==> src/rtl/muxn_reg_arb_pkg.sv <==
// Purpose: shared encodings and helpers for the registered N-bit, CH-channel mux/arbiter.
// Latency: n/a (package only).
// Backpressure: n/a (package only).
// Contents: mode encodings and the packed-bus slice helper used to address channel i
//           of a CH*N packed bus as bits [chan_lsb(i, N) +: N].
package muxn_reg_arb_pkg;

  localparam logic MODE_FIXED = 1'b0;
  localparam logic MODE_RR    = 1'b1;

  // LSB position of channel idx inside a packed bus of width-bit channels.
  function automatic int chan_lsb(input int idx, input int width);
    return idx * width;
  endfunction

endpackage

==> src/rtl/muxn_reg_arb_rr_arbiter.sv <==
// Purpose: round-robin request picker; first set request scanning ptr, ptr+1, ... mod CH.
// Latency: purely combinational, no state.
// Backpressure: none here; the caller qualifies the grant with its own load enable.
// Ports: req[CH-1:0] requests, ptr[SW-1:0] highest-priority index (must be < CH),
//        gnt_valid any request found, gnt_idx[SW-1:0] chosen channel.
module rr_arbiter #(
  parameter int CH = 4,
  parameter int SW = 2
) (
  input  logic [CH-1:0] req,
  input  logic [SW-1:0] ptr,
  output logic          gnt_valid,
  output logic [SW-1:0] gnt_idx
);

  // One spare bit so ptr + k can exceed CH-1 before the wrap subtraction.
  logic [SW:0] pos;

  always_comb begin
    gnt_valid = 1'b0;
    gnt_idx   = '0;
    pos       = '0;
    // Walk from the farthest offset back to ptr so the closest hit wins by being last.
    for (int k = CH - 1; k >= 0; k--) begin
      pos = {1'b0, ptr} + (SW + 1)'(k);
      // ptr < CH and k < CH, so one subtraction is enough to wrap.
      if (pos >= (SW + 1)'(CH)) begin
        pos = pos - (SW + 1)'(CH);
      end
      if (req[pos[SW-1:0]]) begin
        gnt_valid = 1'b1;
        gnt_idx   = pos[SW-1:0];
      end
    end
  end

endmodule

==> src/rtl/muxn_reg_arb.sv <==
// Purpose: CH-input N-bit mux with valid/ready per channel, fixed-select or round-robin grant,
//          and a single output pipeline register.
// Latency: exactly 1 cycle from input transfer to valid_out; full throughput with ready_out high.
// Backpressure: ready_in only to the granted channel and only when the output register can load
//               (empty or draining this cycle); held word stays stable while ready_out is low.
// Ports: clk/rst (async active-high), data_in[CH*N] packed channels, valid_in/ready_in[CH],
//        mode (0 fixed via sel, 1 round-robin), sel[SW], data_out[N], chan_out[SW],
//        valid_out, ready_out.
module muxn_reg_arb
  import muxn_reg_arb_pkg::*;
#(
  parameter  int N  = 16,
  parameter  int CH = 4,
  localparam int SW = $clog2(CH)
) (
  input  logic            clk,
  input  logic            rst,
  input  logic [CH*N-1:0] data_in,
  input  logic [CH-1:0]   valid_in,
  output logic [CH-1:0]   ready_in,
  input  logic            mode,
  input  logic [SW-1:0]   sel,
  output logic [N-1:0]    data_out,
  output logic [SW-1:0]   chan_out,
  output logic            valid_out,
  input  logic            ready_out
);

  logic [N-1:0]  data_out_q, data_out_d;
  logic [SW-1:0] chan_out_q, chan_out_d;
  logic          valid_out_q, valid_out_d;
  logic [SW-1:0] rr_ptr_q, rr_ptr_d;

  logic          rr_gnt_vld;
  logic [SW-1:0] rr_gnt_idx;
  logic          fix_gnt_vld;
  logic          grant_vld;
  logic [SW-1:0] grant_idx;
  logic [N-1:0]  grant_data;
  logic          load;
  logic          xfer;

  rr_arbiter #(
    .CH (CH),
    .SW (SW)
  ) u_rr_arbiter (
    .req       (valid_in),
    .ptr       (rr_ptr_q),
    .gnt_valid (rr_gnt_vld),
    .gnt_idx   (rr_gnt_idx)
  );

  // Fixed-select decode: an out-of-range sel (possible when CH is not a power of two)
  // matches no channel and therefore grants nothing.
  always_comb begin
    fix_gnt_vld = 1'b0;
    for (int i = 0; i < CH; i++) begin
      if (sel == SW'(i) && valid_in[i]) begin
        fix_gnt_vld = 1'b1;
      end
    end
  end

  always_comb begin
    grant_vld = (mode == MODE_RR) ? rr_gnt_vld : fix_gnt_vld;
    grant_idx = (mode == MODE_RR) ? rr_gnt_idx : sel;
    load      = !valid_out_q || ready_out;
    xfer      = load && grant_vld;
  end

  always_comb begin
    grant_data = '0;
    ready_in   = '0;
    for (int i = 0; i < CH; i++) begin
      if (grant_idx == SW'(i)) begin
        grant_data = data_in[chan_lsb(i, N) +: N];
        ready_in[i] = xfer && !rst;
      end
    end
  end

  always_comb begin
    data_out_d  = data_out_q;
    chan_out_d  = chan_out_q;
    valid_out_d = valid_out_q;
    rr_ptr_d    = rr_ptr_q;
    if (load) begin
      // With no grant the register drains; data/chan keep their last values.
      valid_out_d = grant_vld;
      if (grant_vld) begin
        data_out_d = grant_data;
        chan_out_d = grant_idx;
      end
    end
    if (xfer && mode == MODE_RR) begin
      rr_ptr_d = (grant_idx == SW'(CH - 1)) ? '0 : grant_idx + SW'(1);
    end
  end

  always_ff @(posedge clk or posedge rst) begin
    if (rst) begin
      data_out_q  <= '0;
      chan_out_q  <= '0;
      valid_out_q <= 1'b0;
      rr_ptr_q    <= '0;
    end else begin
      data_out_q  <= data_out_d;
      chan_out_q  <= chan_out_d;
      valid_out_q <= valid_out_d;
      rr_ptr_q    <= rr_ptr_d;
    end
  end

  assign data_out  = data_out_q;
  assign chan_out  = chan_out_q;
  assign valid_out = valid_out_q;

endmodule

==> config.mk <==
export PLATFORM = sky130hd
export DESIGN_NAME = muxn_reg_arb
export DESIGN_NICKNAME = d
export VERILOG_FILES = /design/src/rtl/muxn_reg_arb_pkg.sv /design/src/rtl/muxn_reg_arb_rr_arbiter.sv /design/src/rtl/muxn_reg_arb.sv
export SDC_FILE = /design/constraint.sdc
export NUM_CORES = 1
export LEC_CHECK = 0
export ABC_AREA = 1
export BUFFER_PORTS_ARGS = -buffer_cell sky130_fd_sc_hd__buf_2
export CAP_MARGIN = 20
export CORE_ASPECT_RATIO = 1.2
export CORE_MARGIN = 4
export CORE_UTILIZATION = 46
export CTS_BUF_LIST = sky130_fd_sc_hd__clkbuf_4
export DETAILED_ROUTE_END_ITERATION = 8
export PLACE_DENSITY = 0.83
export RECOVER_POWER = 50
export SYNTH_ARGS = -nofsm -noshare
export SYNTH_HDL_FRONTEND = slang
export SYNTH_SLANG_ARGS = --single-unit
==> constraint.sdc <==
create_clock -name clk -period 2.7 [get_ports clk]
set_input_delay 0.405 -clock clk [delete_from_list [all_inputs] [get_ports clk]]
set_output_delay 0.405 -clock clk [all_outputs]
set_load 0.05 [all_outputs]
# [Yosys cells after proc, flatten, opt, wreduce, memory -nomap -nowiden]
# Cells that the tools add are included.
[word_totals] ff_bits=21 inputBits=74 out_inout_bits=23 word_cells=74
[classes] n_addsub=8 order_cmp=8 n_eq_ne=6 muxes=35 n_reduce_logical=13
[ops] operator="16-bit two-way mux" n=4
[ops] operator="2-bit two-way mux" n=10
[ops] operator="1-bit two-way mux" n=17
[ops] operator="2-bit by 3-bit less-than comparator with 1-bit output (second input constant)" n=4
[ops] operator="3-bit greater-or-equal comparator (second input constant)" n=3
[ops] operator="1-bit binary-select mux with 2-bit select" n=4
[ops] operator="2-bit equality test (second input constant)" n=4
[ops] operator="2-bit by 1-bit subtractor with 2-bit output (second input constant)" n=4
[ops] operator="1-bit logical AND" n=7
[ops] operator="2-bit by 2-bit adder with 3-bit output (second input constant)" n=2
[ops] operator="2-bit by 1-bit equality test with 1-bit output (second input constant)" n=2
[ops] operator="2-bit zero test" n=2
[ops] operator="2-bit by 1-bit adder with 3-bit output (second input constant)" n=1
[ops] operator="2-bit by 3-bit greater-or-equal comparator with 1-bit output (second input constant)" n=1
[ops] operator="2-bit by 1-bit adder with 2-bit output (second input constant)" n=1
[ops] operator="1-bit zero test" n=2
[ops] operator="2-bit AND reduction" n=1
[ops] operator="1-bit logical OR" n=1

# [Longest topological paths before layout]
[depth] depth_word=15 mapped_depth=22 mapped_depth_nobuf=19

# [Modules after synthesis]
# A second synthesis with hierarchy kept.
[hier_totals] cells_unflattened=289 hier_area_um2=1873.0
[modules_own_cells] module="muxn_reg_arb" instances=1 cells_per_inst=243 area_per_inst_um2=1660.3 seq_area_each_um2=525.5
[modules_own_cells] module="rr_arbiter" instances=1 cells_per_inst=46 area_per_inst_um2=212.7 seq_area_each_um2=0.0

# [Worst setup path before layout]
# No wires, ideal clock.
[synth_path] kind="reg2out" start="register rr_ptr_q[1]" end="output ready_in[1]" arrival_ns=2.290 required_ns=2.295 setup_slack_ns=0.005 stages_incl_launch_ff=18 n_path_buf=3 path_cell_list="dfrtp_1 -> clkbuf_2 -> inv_1 -> nand2_1 -> nand2_1 -> nand2_1 -> nand2_1 -> inv_1 -> nand2_1 -> nand2_1 -> nand3_1 -> nand2_1 -> inv_1 -> ha_1 -> buf_2 -> clkbuf_1 -> inv_1 -> nor2_2"
[synth_between] word_cells_on_any_way=37 cone_classes="add/sub: 7; order compare: 4; eq/ne: 1; mux: 23; reduce/logical: 2"
[synth_lines] element="start, declared" line="muxn_reg_arb.sv:32" text="logic [SW-1:0] rr_ptr_q, rr_ptr_d;"
[synth_lines] element="start signal, assigned" line="muxn_reg_arb.sv:110" text="rr_ptr_q <= rr_ptr_d;"
[synth_lines] element="2-bit by 2-bit adder with 3-bit output" line="muxn_reg_arb_rr_arbiter.sv:25" text="pos = {1'b0, ptr} + (SW + 1)'(k);"
[synth_lines] element="3-bit greater-or-equal comparator or 2-bit by 1-bit subtractor with 2-bit output (tied branches)" line="muxn_reg_arb_rr_arbiter.sv:27, muxn_reg_arb_rr_arbiter.sv:28"
[synth_lines] element="2-bit two-way mux" line="muxn_reg_arb_rr_arbiter.sv:27" text="if (pos >= (SW + 1)'(CH)) begin"
[synth_lines] element="1-bit binary-select mux with 2-bit select" line="muxn_reg_arb_rr_arbiter.sv:30" text="if (req[pos[SW-1:0]]) begin"
[synth_lines] element="1-bit two-way mux (not written as such)" line="muxn_reg_arb_rr_arbiter.sv:30"
[synth_lines] element="2-bit two-way mux (3 in series)" line="muxn_reg_arb_rr_arbiter.sv:30"
[synth_lines] element="2-bit two-way mux *" line="muxn_reg_arb_rr_arbiter.sv:30"
[synth_lines] element="2-bit two-way mux *" line="muxn_reg_arb.sv:66" text="grant_idx = (mode == MODE_RR) ? rr_gnt_idx : sel;"
[synth_lines] element="via grant_idx[0]" line="muxn_reg_arb.sv:38" text="logic [SW-1:0] grant_idx;"
[synth_lines] element="2-bit by 1-bit equality test with 1-bit output *" line="muxn_reg_arb.sv:75" text="if (grant_idx == SW'(i)) begin"
[synth_lines] element="1-bit two-way mux *" line="muxn_reg_arb.sv:75"
[synth_lines] element="end, declared" line="muxn_reg_arb.sv:20" text="output logic [CH-1:0] ready_in,"
# The timed path passes the listed nets; every way through them passes the cells marked *. The select of a mux whose other input is x is not followed.

# [Worst setup path in the final report]
[layout_path] start="register rr_ptr_q[0]" end="output ready_in[3]"
[layout_between] word_cells_on_any_way=37 cone_classes="add/sub: 7; order compare: 4; eq/ne: 1; mux: 23; reduce/logical: 2"
[layout_lines] element="2-bit by 2-bit adder with 3-bit output" line="muxn_reg_arb_rr_arbiter.sv:25"
[layout_lines] element="3-bit greater-or-equal comparator or 2-bit by 1-bit subtractor with 2-bit output (tied branches)" line="muxn_reg_arb_rr_arbiter.sv:27, muxn_reg_arb_rr_arbiter.sv:28"
[layout_lines] element="2-bit two-way mux" line="muxn_reg_arb_rr_arbiter.sv:27"
[layout_lines] element="1-bit binary-select mux with 2-bit select" line="muxn_reg_arb_rr_arbiter.sv:30"
[layout_lines] element="1-bit two-way mux (not written as such)" line="muxn_reg_arb_rr_arbiter.sv:30"
[layout_lines] element="2-bit two-way mux (3 in series)" line="muxn_reg_arb_rr_arbiter.sv:30"
[layout_lines] element="2-bit two-way mux *" line="muxn_reg_arb_rr_arbiter.sv:30"
[layout_lines] element="2-bit two-way mux *" line="muxn_reg_arb.sv:66"
[layout_lines] element="via grant_idx[0]" line="muxn_reg_arb.sv:38"
[layout_lines] element="2-bit equality test *" line="muxn_reg_arb.sv:75"
[layout_lines] element="1-bit two-way mux *" line="muxn_reg_arb.sv:75"
# Marked as above.

==> implementation parameters <==
Parameter                              Value

Outcome
  Result of the run    complete, no violations

Global routing
  Initial antenna violation count    0
  Number of global-route vias before repair    1974
  Aggregate global-route resource usage    23.8%
  Pin count of the biggest net entering global routing    30
  Global-route wire length before repair    8.95 mm
  Remaining global-route overflow    0

Min path
  Type of the worst min-delay path    primary input to register
  Min-delay src    ready_out

Timing
  Number of pins with negative max-slew slack in the final report    0
  Worst hold slack    0.282 ns
  Portion of the clock cycle consumed by the worst path in the final layout    97.4%
  Max Clock Skew    0.0143 ns
  Headroom to the max-slew limit    17.1%
  Setup-violating endpoint count in the final report    0
  Endpoints failing hold    0
  Worst Tran Pin Value    1.24 ns
  Setup repair after global routing missed its margin    yes
  Highest Clock Rate    380 MHz
  Minimum period implied by the final worst setup slack    2.63 ns

Yosys
  Main area contributors after synthesis    dfrtp_1 (30%), nand2_1 (27%), o211ai_2 (5.0%)
  Post-synthesis net count    341
  Cell count after synthesis    263
  Fraction of registers with async set or reset after synthesis    100%
  Total standard cell area after synthesis    1750 sq um
  Count of flip-flops with a built-in enable after synthesis    0
  Number of synthesis warnings    0
  Flip-flop and latch count after synthesis    21
  Synth Area per Inst    6.64 sq um
  Most frequently used cell type in the post-synthesis netlist    nand2_1
  Synth cell count leaders    nand2_1 (125), dfrtp_1 (21), a21oi_1 (17)
  Post-synth cell types    25
  Sequential cell area fraction in the yosys report    30.1%
  Post-synth top area share    30.1%
  Top cell type by total area after synthesis    dfrtp_1
  Most used flip-flop cell after synthesis    dfrtp_1

Route
  Number of antenna-violating nets in the routed design    0
  Pre-Repair DR Iteration Count    4
  Vias per cell    5.07
  Post-route DRC violation count    0
  Wire length after detailed routing    5.87 mm
  Via count of the routed design    2095
  Routed length per instance    14.2 um
  Iteration-0 DRC count of the detailed router    178

CTS
  Sinks on the clock net    21
  Clock buffer count from CTS    3
  Hold-fix buffer count after cts    0
  Maximum level of the CTS H-tree    1
  TritonCTS clock tree    done
  Maximum root-to-sink buffer count    2
  CTS root buffer    clkbuf_4
  Clock latency reported for the late side of the worst-skew pair    0.32 ns
  Clock transition at the registers of the reported paths    0.14 ns

Pwr
  Worst ir drop on vdd    0.543 mV
  Internal power consumption    1.08 mW
  Power share of the sequential group    21.7%
  Logic gate share of total power    72.0%
  Leakage power    1.35 nW
  Switching share of power    58.5%
  Power share of the clock group    6.3%
  Total power density per cell area    1100 nW/um^2
  Power, Total    2.61 mW
  Switch Pwr    1.53 mW

Placed design
  Final weighted congestion in routability-driven placement    0.884
  HPWL Detailed    4.54 mm
  Cell count after placement    404
  Port buffer count    96

Final layout
  N_diodes    0
  Area growth, synth to finish    36.1%
  Fill cells    350
  Non-filler instance count after layout    413
  Layout cell share with drive strength beyond 1    38.5%
  Layout net count    440
  Final Util    65.4%

Floorplanning
  Placement row count    24
  Total Die Area    4850 sq um
  Total core area    3630 sq um
  I/O pins    97
  Initial standard-cell utilization of the core    48.0%
  Height of the die    75.5 um
  Die extent in x    64.2 um

Worst setup path
  Endpoint class of the critical path    primary output
  Worst setup path category    register to primary output
  Number of cells traversed by the worst register-to-register path    18
  Critical path origin    rr_ptr_q[0]
  Arrival time worst endpoint    2.22 ns
  Reg2Reg Setup Slack    0.27 ns
  Peak fanout along the critical path    8
  Last element of the critical path    ready_in[3]
  End of the worst register-to-register path    data_out[10]
  Required time reported for the critical path endpoint    2.30 ns
  Crit path launch type    register
  Launch point of the worst reg-to-reg path    rr_ptr_q[0]

Flow run
  Max-cap viol count    0
[cell type report]
| type | instances | area, sq um | area share [%] |
|---|---|---|---|
| clock inverter | 1 | 5.00 | 0.211 |
| inverter | 18 | 75.1 | 3.16 |
| timing repair buffer | 108 | 592 | 24.9 |
| multi-input combinational | 210 | 1090 | 45.8 |
| clock buffer | 3 | 22.5 | 0.948 |
| sequential | 21 | 528 | 22.2 |
| tap | 52 | 65.1 | 2.74 |
[flip-flops by register name (all words and copies together), names as in the netlist]
register and cells:
rr_ptr_q 2, data_out 16, chan_out 2, valid_out 1
[logic make-up (layout without fill, tap and decap cells)]
family | Yosys count | after routing | synth area share (%)
and+or+nand+nor | 152 | 152 | 37.1
buffers and inverters | 32 | 130 | 9.96
adders and majority gates | 4 | 4 | 2.87
DFF | 21 | 21 | 30.1
AOI/OAI and AO/OA | 54 | 54 | 19.9
[how the worst min path moves through the flow]
| stage | to | cells past startpoint |
|---|---|---|
| 6_report | valid_out | 2 |
| 5_1_grt | valid_out | 2 |
| 4_1_cts | data_out[12] | 3 |
| 3_5_place_dp | data_out[13] | 2 |
| 3_3_place_gp | data_out[15] | 2 |
| 2_1_floorplan | chan_out[0] | 1 |
[worst max-delay path: stages, from the launching register on]
cell     delay, ns
dfrtp_2       0.48
inv_4         0.11
nand2_1       0.08
nand2_2       0.13
nand2_2       0.08
o21ai_2       0.07
nand2_1       0.07
nand2_1       0.08
nand3_2       0.10
nand2_2       0.12
inv_2         0.06
ha_1          0.20
inv_2         0.10
nor2_2        0.05
buf_6         0.14
[timing repair]
action / CTS / global route
cloned: 0 / 0
resized for setup: 6 / 23
buffers inserted: 2 / 3
pin swaps: 0 / 6
setup endpoints to repair: 4 / 20
[metrics by stage]
step / TNS (ns) / setup WS, ns / cell area (sq um)
after global placement: 0 / 0.204 / 2240
after global routing: -0.287 / -0.0857 / 2380
after CTS: 0 / 0.0199 / 2300
after detailed placement: 0 / 0.0732 / 2240
final: 0 / 0.0706 / 2380
after floorplan: 0 / 0.00524 / 1750
[per-layer routing]
metal | global-route usage, % | vias to the layer above | share of wire [%]
met1 | 26.5 | 943 | 37
met5 | 0 | - | 0
met2 | 46.3 | 92 | 52
met3 | 4.13 | 17 | 7.6
li1 | - | 1043 | -
met4 | 7.75 | 0 | 2.8
[placed cells by master (no fill, tap or decap), drive strengths merged]
cell type	netlist	layout
o21ai	20	20
clkbuf	5	15
inv	18	18
o211ai	16	16
a21oi	17	17
dfrtp	21	21
nand2	131	131
clkinv	0	1
o21bai	1	1
nor2	10	10
ha	4	4
buf	9	96
nand3	11	11
[power groups by stage]
| stage | Clock [mW] | Sequential (mW) | Combinational [mW] |
|---|---|---|---|
| after floorplan | 0 | 0.982 | 0.933 |
| after global placement | 0 | 0.564 | 1.71 |
| after detailed placement | 0 | 0.568 | 1.74 |
| after CTS | 0.162 | 0.555 | 1.81 |
| after global routing | 0.170 | 0.583 | 2.05 |
| final | 0.164 | 0.567 | 1.88 |
(Power assumes the default switching activity.)
